## src/rtl/fetch_pc.sv

```systemverilog
// Instruction fetch PC generator: issues sequential fetch requests, tracks them in an
// in-order PC FIFO and pairs returning data with its address. Optional FETCH_MISALIGN_TRAP_EN.
module fetch_pc #(
    parameter int                 ADDR_W          = 32,
    parameter logic [ADDR_W-1:0]  RESET_VECTOR    = ADDR_W'(32'h2000_0000),
    parameter int                 MAX_OUTSTANDING = 4
) (
    input  logic              CLK,
    input  logic              RST,
    input  logic              EXEC,
    input  logic              STALL,
    input  logic              FLUSH,
    input  logic [ADDR_W-1:0] NEW_PC,
    output logic              REQ_VALID,
    input  logic              REQ_READY,
    output logic [ADDR_W-1:0] REQ_ADDR,
    input  logic              RSP_VALID,
    output logic              RSP_READY,
    input  logic [31:0]       RSP_DATA,
    output logic [ADDR_W-1:0] P_PC,
    output logic [31:0]       P_INST,
    output logic              P_VALID
`ifdef FETCH_MISALIGN_TRAP_EN
    ,
    output logic              MISALIGN
`endif
);

    localparam int CNT_W = $clog2(MAX_OUTSTANDING + 1);
    localparam int PTR_W = (MAX_OUTSTANDING > 1) ? $clog2(MAX_OUTSTANDING) : 1;

    logic [ADDR_W-1:0] r_pc;
    logic [ADDR_W-1:0] r_fifo [MAX_OUTSTANDING];
    logic [PTR_W-1:0]  r_wr_ptr;
    logic [PTR_W-1:0]  r_rd_ptr;
    logic [CNT_W-1:0]  r_live_cnt;
    logic [CNT_W-1:0]  r_kill_cnt;
    logic [ADDR_W-1:0] r_p_pc;
    logic [31:0]       r_p_inst;
    logic              r_p_valid;

    logic [CNT_W:0]    w_inflight;
    logic [CNT_W:0]    w_flush_kill;
    logic              w_blocked;
    logic              w_req_valid;
    logic              w_req_fire;
    logic              w_rsp_fire;
    logic              w_kill_fire;
    logic              w_live_fire;
    logic              w_drop;
    logic [ADDR_W-1:0] w_redirect_pc;

    function automatic logic [PTR_W-1:0] ptrNext(input logic [PTR_W-1:0] p);
        return (p == PTR_W'(MAX_OUTSTANDING - 1)) ? '0 : p + PTR_W'(1);
    endfunction

`ifdef FETCH_MISALIGN_TRAP_EN
    logic r_misalign;

    // A misaligned redirect parks the fetcher until an aligned redirect arrives.
    always_ff @(posedge CLK) begin
        if (RST)
            r_misalign <= 1'b0;
        else if (FLUSH)
            r_misalign <= |NEW_PC[1:0];
    end

    assign MISALIGN      = r_misalign;
    assign w_blocked     = r_misalign;
    assign w_redirect_pc = NEW_PC;
`else
    logic w_unused;

    assign w_unused      = ^NEW_PC[1:0];
    assign w_blocked     = 1'b0;
    assign w_redirect_pc = {NEW_PC[ADDR_W-1:2], 2'b00};
`endif

    assign w_inflight   = {1'b0, r_live_cnt} + {1'b0, r_kill_cnt};
    assign w_req_valid  = EXEC & ~FLUSH & ~RST & ~w_blocked
                        & (w_inflight < (CNT_W+1)'(MAX_OUTSTANDING));
    assign w_req_fire   = w_req_valid & REQ_READY;
    assign w_rsp_fire   = RSP_VALID & ~STALL;
    assign w_kill_fire  = w_rsp_fire & (r_kill_cnt != '0);
    assign w_live_fire  = w_rsp_fire & (r_kill_cnt == '0) & (r_live_cnt != '0);
    // A response arriving with nothing in flight is spurious and must not be counted.
    assign w_drop       = w_rsp_fire & (w_inflight != '0);
    assign w_flush_kill = w_inflight - (CNT_W+1)'(w_drop);

    assign REQ_VALID = w_req_valid;
    assign REQ_ADDR  = r_pc;
    assign RSP_READY = ~STALL;
    assign P_PC      = r_p_pc;
    assign P_INST    = r_p_inst;
    assign P_VALID   = r_p_valid;

    always_ff @(posedge CLK) begin
        if (RST) begin
            r_pc       <= RESET_VECTOR;
            r_wr_ptr   <= '0;
            r_rd_ptr   <= '0;
            r_live_cnt <= '0;
            r_kill_cnt <= '0;
            r_p_pc     <= RESET_VECTOR;
            r_p_inst   <= '0;
            r_p_valid  <= 1'b0;
        end else if (FLUSH) begin
            // Everything still live becomes a response to be discarded on return.
            r_pc       <= w_redirect_pc;
            r_wr_ptr   <= '0;
            r_rd_ptr   <= '0;
            r_live_cnt <= '0;
            r_kill_cnt <= w_flush_kill[CNT_W-1:0];
            r_p_valid  <= 1'b0;
        end else begin
            if (w_req_fire) begin
                r_pc     <= r_pc + ADDR_W'(4);
                r_wr_ptr <= ptrNext(r_wr_ptr);
            end
            if (w_live_fire)
                r_rd_ptr <= ptrNext(r_rd_ptr);
            r_live_cnt <= r_live_cnt + CNT_W'(w_req_fire) - CNT_W'(w_live_fire);
            r_kill_cnt <= r_kill_cnt - CNT_W'(w_kill_fire);
            if (w_live_fire) begin
                r_p_pc    <= r_fifo[r_rd_ptr];
                r_p_inst  <= RSP_DATA;
                r_p_valid <= 1'b1;
            end else if (!STALL) begin
                r_p_valid <= 1'b0;
            end
        end
    end

    always_ff @(posedge CLK) begin
        if (w_req_fire)
            r_fifo[r_wr_ptr] <= r_pc;
    end

endmodule

```

## config.mk

```make
export PLATFORM = sky130hd
export DESIGN_NAME = fetch_pc
export DESIGN_NICKNAME = d
export VERILOG_FILES = /design/src/rtl/fetch_pc.sv
export SDC_FILE = /design/constraint.sdc
export NUM_CORES = 1
export LEC_CHECK = 0
export CAP_MARGIN = 0
export CORE_MARGIN = 10
export CORE_UTILIZATION = 31
export CTS_CLUSTER_SIZE = 30
export DETAILED_ROUTE_END_ITERATION = 12
export GPL_ROUTABILITY_DRIVEN = 1
export GPL_TIMING_DRIVEN = 0
export PLACE_DENSITY = 0.54
export SETUP_SLACK_MARGIN = 0.2
export SLEW_MARGIN = 20
export SYNTH_ARGS = -nofsm -noshare
export SYNTH_HDL_FRONTEND = slang
export SYNTH_SLANG_ARGS = --single-unit
```

## constraint.sdc

```tcl
create_clock -name CLK -period 3.39 [get_ports CLK]
set_input_delay 0.678 -clock CLK [delete_from_list [all_inputs] [get_ports CLK]]
set_output_delay 0.678 -clock CLK [all_outputs]
set_load 0.1 [all_outputs]
```

==> qor.yml, run 1 <==
outcome: "completed"
antennaDiodeCount: 0
end_kind: "output port"
busiest_layer: "met2"
port_buffers: 163
numCtsBuffers: 25
arrival_ps: 2440
critPathLaunchType: "flop"
die_h_um: 191
fin_cells: 1360
tns_ps: 0
antenna_found_initial: 0
drc: 0
avgSynthCellArea_um2: 12.0
cts-htree-levels: 1
cp_cell_sequence: "ha_1 > fa_1 > nor3_2 > a41o_1 > and3_1 > buf_6"
r2r_start: "r_live_cnt[0]"
powerDensity_nw_per_um2: 512
cap_violations: 0
final_hold_viol_count: 0
cp_top_family: "adder cells"
initial_core_util_pct: 31.5
critical_path.slowest_cell: "fa_1"
min_path_cells: 2
yosys_warnings: 0
required_ps: 2710
vdd_drop_max_mv: 0.332
cts.sinks: 223
grt_usage_pct: 14.2
slew_viol_final: 0
clk_pin_slew_ps: 60
use_met3_pct: 3.32
hold_class: "reg -> reg"
hold_path_end: "P_PC[22]"
fmax_mhz: 321
cts_hold_buf: 0
rows: 62
nFillCells: 2766
detail_route.wl_per_cell_um: 19.6
dr.pass1.iters: 5
r2r_cells: 14
grt_pass1_vias: 6649
core_area_um2: 28900
vias: 6604
grt_use_met2_pct: 23.1
cts_tree: "done"
multi_input_area_um2: 3160
async_flop_share_pct: 0
die_w_um: 191
gp_congestion: 0.817
synth-seq-cells: 223
finClkSkew_ps: 17.9
cts_root_buffer: "clkbuf_16"
clock_path_buffers: 3
cpPeakStageDelay_ps: 490
grt_pass1_wl_um: 40500
ys.flop_type: "edfxtp_1"
utilization_pct: 42.3
tightest_slew_ps: 1070
syn_inst: 759
synth_top_family_by_area: "simple AND/OR/NAND/NOR gates"
slew-limit-headroom_pct: 28.7
synth_xor_area_share_pct: 1.06
synth_simple_gate_area_share_pct: 13.3
seq_area_frac_synth_pct: 62.3
nNetsFinal: 1045
ios: 170
syn_area_um2: 9100
synthToLayoutAreaGrowth_pct: 34.1
grtUsageMet1_pct: 18.9
crit_type: "reg -> out"
synth_compound_area_share_pct: 9.90
placedCellCount: 1313
fin_crit_sh_pct: 91.9
crit_fanout: 6
muxShareOfSynthArea_pct: 7.65
die_area_um2: 36600
setup_violations: 0
register_area_um2: 5670
power_leakage_nw: 4.02
synth_fa_ha_area_share_pct: 2.50
yosys.cell_types.count: 58
grt_setup_unrepaired: "no"
vias_per_cell: 4.86
final_common_cell: "clkdlybuf4s50_1"
period_needed_ps: 3120
layout-drive-gt1-share_pct: 11.4
drt-initial-drc-count: 458
wl_um: 26700
hpwl_um: 19100
final_antenna_net_count: 0
layout_common_cells: "clkdlybuf4s50_1 (162), nand2_1 (159), edfxtp_1 (120), dfxtp_1 (103), a21oi_1 (80)"
r2r_end: "r_live_cnt[2]"
grt_max_degree: 25
overflow: 0
worstHoldStart: "P_PC[22]"
synth_edf_count: 120
insertion_delay_ps: 520
worst-path-buf-inv: 1
rrSetupSlack_ps: 430
-- routing by layer --
metal | up-vias | part of all wire (%) | wire (um)
met5 | - | 0 | 0
met4 | 0 | 1.5 | 412
met3 | 35 | 7.2 | 1910
met2 | 194 | 47 | 12700
met1 | 3194 | 44 | 11700
li1 | 3181 | - | -
-- synth_stat cells (all sizes together) (11+ instances only) --
master / n / area [um2]
buf: 20 / 121
ha: 15 / 188
edfxtp: 120 / 3600
nor2: 22 / 82.6
nand3: 18 / 95.1
nand2: 160 / 603
nor3: 13 / 76.3
mux4: 30 / 676
inv: 16 / 60.1
dfxtp: 103 / 2060
o21ai: 11 / 55.1
a21oi: 81 / 409
clkbuf: 27 / 105
a31oi: 14 / 87.6
-- cell families after synthesis --
family                   count (synthesis)
AO/OA/AOI/OAI                          149
other                                    1
multiplexers                            32
XOR/XNOR                                11
flip-flops                             223
adder cells (fa/ha/maj)                 17
AND/OR/NAND/NOR                        262
buffers and inverters                   64
-- per-stage QoR --
stage / instance area [um2] / total power, mW / hold slack [ps] / worst slack (ps)
5_1_grt: 12200 / 6.47 / 470 / 202
4_1_cts: 12200 / 6.32 / 455 / 201
2_1_floorplan: 9110 / 3.30 / 465 / 564
6_report: 12200 / 6.25 / 452 / 273
3_3_place_gp: 11200 / 3.51 / 441 / -399
3_5_place_dp: 11300 / 3.51 / 447 / -93.0
-- how the worst max path moves through the flow --
stage / start / to / slack [ps] / depth (start not counted)
after floorplan: r_live_cnt[0] / r_live_cnt[2] / 560 / 14
after global placement: RST / r_fifo[0][14] / -400 / 5
after detailed placement: r_live_cnt[0] / REQ_VALID / -90 / 6
after CTS: r_live_cnt[0] / r_live_cnt[2] / 200 / 14
after global routing: r_live_cnt[0] / r_live_cnt[2] / 200 / 14
final: r_live_cnt[0] / REQ_VALID / 270 / 6
-- registers in the layout (all words and copies together) (netlist names) --
register,flops
r_kill_cnt,3
REQ_ADDR,30
r_live_cnt,3
P_INST,32
P_PC,30
P_VALID,1
r_fifo,120
r_wr_ptr,2
r_rd_ptr,2
-- area by class of cell --
class | count | area share, %
Sequential cell | 223 | 46.4
Multi-Input combinational cell | 475 | 25.9
Timing Repair Buffer | 168 | 14.2
Clock buffer | 34 | 5.91
Tap cell | 384 | 3.94
Inverter | 16 | 0.492
Buffer | 48 | 1.94
Clock inverter | 12 | 1.15
-- tightest hold or removal path, cell delays in order (launching register included) --
cell     delay (ps)
dfxtp_1         300
nand2_1          50
a21oi_1          50
-- timing repair --
| action | in CTS | in global routing |
|---|---|---|
| endpoints found under the setup margin | 1 | 2 |
| gates resized for setup | 7 | 2 |
| setup buffers | 0 | 1 |
| pin swaps | 0 | 1 |
-- where the power goes --
part / switching (mW) / internal (mW)
registers: 0.0671 / 2.88
clock network: 1.08 / 1.72
logic: 0.332 / 0.174
total: 1.48 / 4.77
Note: power is estimated with default switching activity, not from simulation.
==> run 2, diff against run 1 <==
--- a/config.mk
+++ b/config.mk
@@ -7,12 +7,12 @@
 export LEC_CHECK = 0
 export CAP_MARGIN = 0
 export CORE_MARGIN = 10
-export CORE_UTILIZATION = 31
+export CORE_UTILIZATION = 36
 export CTS_CLUSTER_SIZE = 30
 export DETAILED_ROUTE_END_ITERATION = 12
 export GPL_ROUTABILITY_DRIVEN = 1
 export GPL_TIMING_DRIVEN = 0
-export PLACE_DENSITY = 0.54
+export PLACE_DENSITY = 0.61
 export SETUP_SLACK_MARGIN = 0.2
 export SLEW_MARGIN = 20
 export SYNTH_ARGS = -nofsm -noshare
==> qor.yml, run 2 (same netlist as run 1, synthesis figures left out) <==
die_h_um: 179  # was 191 um
regMostFlops: "r_fifo"  # unchanged
end_kind: "output port"  # unchanged
initial_core_util_pct: 36.3  # was 31.5%
dr.pass1.iters: 5  # unchanged
grt_setup_unrepaired: "yes"  # was no
layout-drive-gt1-share_pct: 11.1  # was 11.4%
final_hold_viol_count: 0  # unchanged
tightest_slew_ps: 1080  # was 1070 ps
crit_type: "reg -> out"  # unchanged
grt_pass1_vias: 6612  # was 6649
grt_max_degree: 24  # was 25
worstHoldStart: "P_INST[14]"  # was P_PC[22]
cp_cell_sequence: "clkdlybuf4s50_1"  # was ha_1 > fa_1 > nor3_2 > a41o_1 > and3_1 > buf_6
largest_register_ffs: 120  # unchanged
setup_violations: 0  # unchanged
power_leakage_nw: 3.99  # was 4.02 nW
die_w_um: 179  # was 191 um
drt-initial-drc-count: 571  # was 458
crit_fanout: 13  # was 6
cpPeakStageDelay_ps: 1240  # was 490 ps
r2r_end: "r_live_cnt[2]"  # unchanged
wl_um: 25700  # was 26700 um
antennaDiodeCount: 0  # unchanged
arrival_ps: 2410  # was 2440 ps
min_path_cells: 2  # unchanged
core_area_um2: 25000  # was 28900 um2
critPathLaunchType: "flop"  # unchanged
cap_violations: 0  # unchanged
hold_class: "reg -> reg"  # unchanged
drc: 0  # unchanged
overflow: 0  # unchanged
grt_usage_pct: 15.7  # was 14.2%
antenna_found_initial: 0  # unchanged
grt_pass1_wl_um: 39200  # was 40500 um
cp_num_cells: 1  # was 6
r2r_cells: 14  # unchanged
final_common_cell: "clkdlybuf4s50_1"  # unchanged
die_area_um2: 32000  # was 36600 um2
required_ps: 2710  # about the same
outcome: "completed"  # unchanged
synthToLayoutAreaGrowth_pct: 32.6  # was 34.1%
cts_root_buffer: "clkbuf_16"  # unchanged
vias_per_cell: 5.12  # was 4.86
hpwl_um: 18500  # was 19100 um
nNetsFinal: 1044  # was 1045
cts.sinks: 223  # unchanged
vdd_drop_max_mv: 0.292  # was 0.332 mV
slew-limit-headroom_pct: 28.1  # was 28.7%
finClkSkew_ps: 13.2  # was 17.9 ps
worst-path-buf-inv: 1  # unchanged
final_antenna_net_count: 0  # unchanged
fin_area_um2: 12100  # was 12200 um2
cts-htree-levels: 1  # unchanged
cts_tree: "done"  # unchanged
cts_hold_buf: 0  # unchanged
clk_pin_slew_ps: 60  # about the same
critical_path.slowest_cell: "clkdlybuf4s50_1"  # was fa_1
ios: 170  # unchanged
tns_ps: 0  # unchanged
gp_congestion: 0.844  # was 0.817
numCtsBuffers: 24  # was 25
rrSetupSlack_ps: 390  # was 430 ps
detail_route.wl_per_cell_um: 19.7  # was 19.6 um
startpoint: "REQ_ADDR[9]"  # was r_live_cnt[0]
clock_path_buffers: 3  # unchanged
finalPower_mw: 6.06  # was 6.25 mW
period_needed_ps: 3090  # was 3120 ps
r2r_start: "r_live_cnt[0]"  # unchanged
insertion_delay_ps: 510  # was 520 ps
vias: 6677  # was 6604
powerDensity_nw_per_um2: 502  # was 512 nW/um2
fmax_mhz: 324  # was 321 MHz
fin_crit_sh_pct: 91.0  # was 91.9%
port_buffers: 163  # unchanged
slew_viol_final: 0  # unchanged
rows: 58  # was 62
postPlaceCellArea_um2: 11300  # about the same
cp_top_family: "buffers and inverters"  # was adder cells
endpoint: "REQ_ADDR[9]"  # was REQ_VALID
layout_common_cells: "clkdlybuf4s50_1 (162), nand2_1 (159), edfxtp_1 (120), dfxtp_1 (103), a21oi_1 (80)"  # unchanged
==> run 2: cell types whose count changed in the layout (fill, tap and decap cells not counted), sizes merged <==
cell	before	now
inv	17	16
clkbuf	61	56
bufinv	3	2
clkinv	7	12
==> run 2: repair_timing <==
item                                    4_1_cts  5_1_grt
gates cloned                                  0        0
buffers inserted                              0        1
resized for setup                             6        2
endpoints found under the setup margin        1        3
hold endpoints to repair                      0        0
==> run 2: report_power, final <==
part           switching [mW]  internal (mW)
registers              0.0662           2.88
clock network            1.06           1.54
logic                   0.330          0.175
==> run 2: how the worst min path moves through the flow <==
stage,end
finish,P_INST[14]
global route,P_INST[23]
CTS,P_INST[22]
detailed placement,P_INST[22]
global placement,P_PC[24]
floorplan,r_wr_ptr[1]
==> run 2: layout make-up <==
| type | instances | area, um2 |
|---|---|---|
| multi-input combinational | 475 | 3160 |
| timing repair buffer | 168 | 1740 |
| buffer | 48 | 236 |
| clock buffer | 29 | 661 |
| sequential | 223 | 5670 |
| fill | 2303 | 13000 |
| clock inverter | 15 | 135 |
| tap | 330 | 413 |
| inverter | 16 | 60.1 |
==> run 2: stage by stage <==
stage | worst slack, ps | std cells | utilization, % | hold slack [ps]
3_5_place_dp | -89.9 | 1259 | 45.0 | 445
4_1_cts | 225 | 1303 | 48.1 | 453
3_3_place_gp | -349 | 1255 | 44.6 | 441
5_1_grt | 144 | 1304 | 48.2 | 469
2_1_floorplan | 564 | 762 | - | 465
6_report | 304 | 1304 | 48.2 | 453
==> run 2: per-layer routing <==
metal  vias up  GRT usage, %  routed length, um  part of all wire [%]
li1       3172             -                  -                     -
met1      3251          20.5              10900                    42
met2       221          25.9              12400                    48
met3        33          3.41               1940                   7.6
met4         0          3.75                431                   1.7
met5         -             0                  0                     0
